<file path="config.mk">
export PLATFORM = sky130hd
export DESIGN_NAME = instr_queue
export DESIGN_NICKNAME = d
export VERILOG_FILES = /design/src/rtl/mips_pkg.sv /design/src/rtl/instr_queue_fields.sv /design/src/rtl/instr_queue.sv
export SDC_FILE = /design/constraint.sdc
export NUM_CORES = 1
export LEC_CHECK = 0
export CORE_AREA = 4 4 183 185
export CTS_CLUSTER_SIZE = 16
export DETAILED_ROUTE_END_ITERATION = 6
export DIE_AREA = 0 0 187 189
export PLACE_DENSITY = 0.59
export RECOVER_POWER = 25
export SLEW_MARGIN = 30
export SYNTH_ARGS = -nofsm -noshare
export SYNTH_HDL_FRONTEND = slang
export SYNTH_SLANG_ARGS = --single-unit
</file>
<file path="constraint.sdc">
create_clock -name clk -period 3 [get_ports clk]
set_input_delay 0.45 -clock clk [delete_from_list [all_inputs] [get_ports clk]]
set_output_delay 0.45 -clock clk [all_outputs]
set_load 0.01 [all_outputs]
</file>
<file path="src/rtl/mips_pkg.sv">
// Shared MIPS definitions: instruction field boundaries and the opcodes the
// front end cares about.
package mips_pkg;

  localparam int INSTR_W   = 32;

  localparam int OP_MSB    = 31;
  localparam int OP_LSB    = 26;
  localparam int RS_MSB    = 25;
  localparam int RS_LSB    = 21;
  localparam int RT_MSB    = 20;
  localparam int RT_LSB    = 16;
  localparam int RD_MSB    = 15;
  localparam int RD_LSB    = 11;
  localparam int SHAMT_MSB = 10;
  localparam int SHAMT_LSB = 6;
  localparam int FUNCT_MSB = 5;
  localparam int FUNCT_LSB = 0;
  localparam int IMM_MSB   = 15;
  localparam int IMM_LSB   = 0;
  localparam int JTA_MSB   = 25;
  localparam int JTA_LSB   = 0;

  localparam logic [5:0] OP_RTYPE = 6'b000000;
  localparam logic [5:0] OP_ADDI  = 6'b001000;
  localparam logic [5:0] OP_J     = 6'b000010;

endpackage

</file>
<file path="src/rtl/instr_queue_fields.sv">
// Combinational splitter: one 32-bit MIPS word into its named fields, plus the
// sign-extended immediate.
module instr_fields
  import mips_pkg::*;
#(
  parameter int IMM_EXT_W = 32
) (
  input  logic [INSTR_W-1:0]   instr_i,
  output logic [5:0]           op_o,
  output logic [4:0]           rs_o,
  output logic [4:0]           rt_o,
  output logic [4:0]           rd_o,
  output logic [4:0]           shamt_o,
  output logic [5:0]           funct_o,
  output logic [15:0]          imm_o,
  output logic [IMM_EXT_W-1:0] imm_sext_o,
  output logic [25:0]          jta_o
);

  logic signed [15:0] imm_s;

  assign op_o    = instr_i[OP_MSB:OP_LSB];
  assign rs_o    = instr_i[RS_MSB:RS_LSB];
  assign rt_o    = instr_i[RT_MSB:RT_LSB];
  assign rd_o    = instr_i[RD_MSB:RD_LSB];
  assign shamt_o = instr_i[SHAMT_MSB:SHAMT_LSB];
  assign funct_o = instr_i[FUNCT_MSB:FUNCT_LSB];
  assign imm_o   = instr_i[IMM_MSB:IMM_LSB];
  assign jta_o   = instr_i[JTA_MSB:JTA_LSB];

  // Size cast of a signed operand replicates bit 15 up to IMM_EXT_W.
  assign imm_s      = instr_i[IMM_MSB:IMM_LSB];
  assign imm_sext_o = IMM_EXT_W'(imm_s);

endmodule

</file>
<file path="src/rtl/instr_queue.sv">
// Instruction queue between fetch and decode: a DEPTH-entry circular buffer of
// {instr, pc} with valid/ready on both sides and a priority flush.
//
// Handshake: a transfer happens on a rising edge where valid && ready are both
// high; valid must not depend on ready, and in_ready/out_valid are functions of
// registered occupancy only.
module instr_queue
  import mips_pkg::*;
#(
  parameter int DEPTH     = 4,
  parameter int PC_W      = 32,
  parameter int IMM_EXT_W = 32
) (
  input  logic                       clk,
  input  logic                       reset_n,
  input  logic                       in_valid,
  output logic                       in_ready,
  input  logic [INSTR_W-1:0]         instr_in,
  input  logic [PC_W-1:0]            pc_in,
  output logic                       out_valid,
  input  logic                       out_ready,
  input  logic                       flush,
  output logic [INSTR_W-1:0]         instr_out,
  output logic [PC_W-1:0]            pc_out,
  output logic [5:0]                 op,
  output logic [5:0]                 funct,
  output logic [4:0]                 rs,
  output logic [4:0]                 rt,
  output logic [4:0]                 rd,
  output logic [4:0]                 shamt,
  output logic [15:0]                imm,
  output logic [IMM_EXT_W-1:0]       imm_sext,
  output logic [25:0]                jta,
  output logic [$clog2(DEPTH+1)-1:0] count
);

  localparam int PTR_W = $clog2(DEPTH);
  localparam int CNT_W = $clog2(DEPTH+1);

  logic [INSTR_W-1:0] instr_mem_q [DEPTH];
  logic [PC_W-1:0]    pc_mem_q    [DEPTH];

  logic [PTR_W-1:0] wr_ptr_q, wr_ptr_d;
  logic [PTR_W-1:0] rd_ptr_q, rd_ptr_d;
  logic [CNT_W-1:0] count_q, count_d;

  logic push;
  logic pop;
  logic [INSTR_W-1:0] head_instr;
  logic [PC_W-1:0]    head_pc;

  assign in_ready  = (count_q != CNT_W'(DEPTH));
  assign out_valid = (count_q != '0);
  assign push      = in_valid && in_ready;
  assign pop       = out_valid && out_ready;
  assign count     = count_q;

  always_comb begin
    wr_ptr_d = wr_ptr_q;
    rd_ptr_d = rd_ptr_q;
    count_d  = count_q;
    if (flush) begin
      wr_ptr_d = '0;
      rd_ptr_d = '0;
      count_d  = '0;
    end else begin
      if (push) wr_ptr_d = wr_ptr_q + PTR_W'(1);
      if (pop)  rd_ptr_d = rd_ptr_q + PTR_W'(1);
      case ({push, pop})
        2'b10:   count_d = count_q + CNT_W'(1);
        2'b01:   count_d = count_q - CNT_W'(1);
        default: count_d = count_q;
      endcase
    end
  end

  always_ff @(posedge clk or negedge reset_n) begin
    if (!reset_n) begin
      wr_ptr_q <= '0;
      rd_ptr_q <= '0;
      count_q  <= '0;
    end else begin
      wr_ptr_q <= wr_ptr_d;
      rd_ptr_q <= rd_ptr_d;
      count_q  <= count_d;
    end
  end

  // Storage is deliberately not reset; stale contents never escape because
  // the head is gated by out_valid.
  always_ff @(posedge clk) begin
    if (push && !flush) begin
      instr_mem_q[wr_ptr_q] <= instr_in;
      pc_mem_q[wr_ptr_q]    <= pc_in;
    end
  end

  assign head_instr = out_valid ? instr_mem_q[rd_ptr_q] : '0;
  assign head_pc    = out_valid ? pc_mem_q[rd_ptr_q]    : '0;
  assign instr_out  = head_instr;
  assign pc_out     = head_pc;

  instr_fields #(
    .IMM_EXT_W (IMM_EXT_W)
  ) u_fields (
    .instr_i    (head_instr),
    .op_o       (op),
    .rs_o       (rs),
    .rt_o       (rt),
    .rd_o       (rd),
    .shamt_o    (shamt),
    .funct_o    (funct),
    .imm_o      (imm),
    .imm_sext_o (imm_sext),
    .jta_o      (jta)
  );

endmodule
</file>
==> run_results.csv <==
group,metric,value,unit
outcome,outcome,"complete, no violations",
setup_path,cp.required,2.55,ns
sta,slew_violations,0,
logic_synthesis,ys_warn_count,0,
clocking,htree_levels,1,
clocking,cts_buffers,28,
sta,worst_slew_pin_slew,0.486,ns
clocking,clkSinkCount,263,
drt,drt-wirelength-per-cell,19.1,um
drt,routed_wl,22500,um
floorplanning,dieArea,35300,um2
clocking,cts_tree,"yes",
sta,min_period_over_period,96.5,%
clocking,cts_buffer_depth,3,
job,cap_viol_max_count,0,
finish,utilization,45.4,%
setup_path,crit_arrival,2.45,ns
placement,gp_congestion,0.682,
pwr,vdd_drop_max,0.516,mV
placement,place_area,13300,um2
finish,multi_input_area,2210,um2
placement,dp_hpwl,13500,um
clocking,clock_latency,0.52,ns
grt,grt-ovfl-total,0,
finish,synthToLayoutAreaGrowth,32.2,%
finish,fin_area,14500,um2
drt,drc_errors,0,
finish,final.fill_count,2766,
sta,finClkSkew,0.00784,ns
pwr,p_per_area,672,nW/um2
logic_synthesis,synth_nets,650,
sta,fin_setup_tns,0,ns
drt,viasPerCell,4.64,
grt,grt_pass1_wl,34200,um
floorplanning,ios,244,
grt,grt_usage,12.1,%
grt,grt_pass1_vias,5769,
sta,whs,0.273,ns
floorplanning,num_rows,66,
drt,drtIter0Drc,274,
logic_synthesis,synth_cells,576,
floorplanning,start_util,34.3,%
pwr,p_leak,6.27,nW
setup_path,path_max_fanout,7,
logic_synthesis,synth_seq_cells,263,
clocking,cts_root_buffer,"clkbuf_16",
floorplanning,die_y,189,um
logic_synthesis,syn_avg_cell_area,19.1,um2
grt,grt_max_degree,65,
setup_path,cp-end-kind,"output port",
logic_synthesis,ys_seq_area_share,71.5,%
grt,antenna_found_initial,3,
sta,setup_viol,0,
setup_path,path_class,"reg -> out",
clocking,cts.hold.buffers_added,0,
floorplanning,fp.dieW,187,um
drt,ant_nets,0,
finish,fin_nets,822,
setup_path,start_kind,"flop",
sta,slew-limit-headroom,67.6,%
drt,drt_pass1_iterations,4,
drt,via_count,5474,
logic_synthesis,synth_cell_types,31,
floorplanning,core,32000,um2
hold_path,hold_class,"in -> async",
finish,drive_gt1_share,17.9,%
clocking,cts.clk_slew.worst_paths,0.06,ns
sta,period_needed,2.90,ns
sta,fmax,0.345,GHz
placement,numPortBuffers,243,
finish,seqCellArea,7870,um2
logic_synthesis,syn-cell-area,11000,um2
sta,hold_violations,0,
==> layer usage <==
metal | wire length, um | track usage, % | vias to the layer above
met5 | 12 | 0 | -
met3 | 1300 | 2.91 | 26
met1 | 9590 | 15.8 | 2797
met4 | 262 | 2.22 | 2
li1 | - | - | 2472
met2 | 11300 | 21.1 | 177
==> synth_stat cells (all sizes together) <==
| cell | n | area share [%] |
|---|---|---|
| a2111oi | 1 | 0.080 |
| a21o | 2 | 0.14 |
| a21oi | 4 | 0.18 |
| a31oi | 1 | 0.057 |
| and2 | 68 | 3.9 |
| and3 | 1 | 0.057 |
| and3b | 1 | 0.080 |
| buf | 120 | 8.2 |
| clkbuf | 10 | 0.34 |
| dfrtp | 7 | 1.6 |
| edfxtp | 256 | 70 |
| fa | 1 | 0.18 |
| ha | 4 | 0.45 |
| inv | 3 | 0.10 |
| mux4 | 64 | 13 |
| nand2 | 5 | 0.17 |
| nand2b | 1 | 0.057 |
| nand3 | 5 | 0.23 |
| nor2 | 7 | 0.24 |
| nor2b | 1 | 0.057 |
| nor3b | 1 | 0.068 |
| nor4 | 1 | 0.057 |
| o211ai | 1 | 0.068 |
| o21ai | 2 | 0.091 |
| or3 | 2 | 0.11 |
| or3b | 1 | 0.080 |
| or4b | 1 | 0.091 |
| xnor2 | 2 | 0.16 |
| xor2 | 3 | 0.24 |
==> worst max-delay path, cell delays in order (launching register included) <==
cell and delay [ns]:
dfrtp_4 0.43, buf_4 0.14, buf_6 0.16, mux4_2 0.51
and2_1 0.20, clkdlybuf4s50_1 0.49
==> final timing paths <==
check / from / end / slack (ns) / cells past startpoint
min in group clk: pc_in[1] / pc_mem_q[1][1] / 0.58 / 1
max in group asynchronous: reset_n / rd_ptr_q[1] / 2.43 / 1
max reg2reg: count[2] / count[2] / 0.59 / 6
min: reset_n / rd_ptr_q[0] / 0.27 / 1
max: rd_ptr_q[0] / rs[2] / 0.10 / 5
min reg2reg: wr_ptr_q[1] / wr_ptr_q[1] / 0.58 / 2
==> flip-flops by register name, summed over array words and instances, names as in the netlist <==
register     flops
pc_mem_q       128
wr_ptr_q         2
rd_ptr_q         2
instr_mem_q    128
count            3
==> placed cells by master, fill, tap and decap left out, types with 2 or more instances in the layout <==
cell and count:
nand3_1 5, dfrtp_1 5, buf_12 11, and2_4 4, xor2_1 3, clkinv_2 7, buf_4 10, dfrtp_4 2
clkinv_1 7, and2_1 64, nor2_1 7, o21ai_0 2, inv_1 3, mux4_2 64, a21oi_1 4, clkbuf_16 30
dlymetal6s2s_1 101, ha_1 4, dlygate4sd2_1 31, clkbuf_1 6, buf_8 2, xnor2_1 2, nand2_1 5, buf_6 3
edfxtp_1 256, clkdlybuf4s50_1 67, dlygate4sd3_1 44, a21o_1 2, diode_2 3
==> report_power, final <==
part	leakage [nW]	total [mW]	internal (mW)	switching [mW]
sequential	2.41	4.22	4.18	0.0376
combinational	3.44	2.40	1.33	1.06
clock	0.417	3.16	1.84	1.32
==> timing repair <==
action | in CTS | in global routing
hold endpoints to repair | 0 | 0
setup endpoints to repair | 169 | 112
resized for setup | 38 | 103
cloned | 2 | 1
setup buffers | 5 | 0
==> metrics by stage <==
stage | setup WS, ns | total power, mW | cells
after detailed placement | 0.378 | 6.80 | 1118
final | 0.104 | 9.77 | 1180
after global routing | -0.00297 | 10.3 | 1179
after floorplan | 0.0610 | 5.79 | 576
after global placement | 0.396 | 6.78 | 1118
after CTS | -0.0246 | 10.0 | 1176
==> area by class of cell <==
| type | count | share of cell area, % |
|---|---|---|
| multi-input cells | 180 | 15.2 |
| repair buffers | 272 | 21.3 |
| inverters | 3 | 0.0774 |
| diodes | 3 | 0.0516 |
| flip-flops and latches | 263 | 54.1 |
| well taps | 408 | 3.51 |
| clock buffers | 35 | 5.14 |
| clock inverters | 16 | 0.680 |
==> cells by family after synthesis <==
group / count (synthesis) / synth area share, %
AND/OR/NAND/NOR: 95 / 5.16
buffers and inverters: 133 / 8.61
multiplexers: 64 / 13.1
XOR/XNOR: 5 / 0.398
adder cells (fa/ha/maj): 5 / 0.637
flip-flops: 263 / 71.5
AO/OA/AOI/OAI: 11 / 0.614
Power figures use the tool's default switching activity.
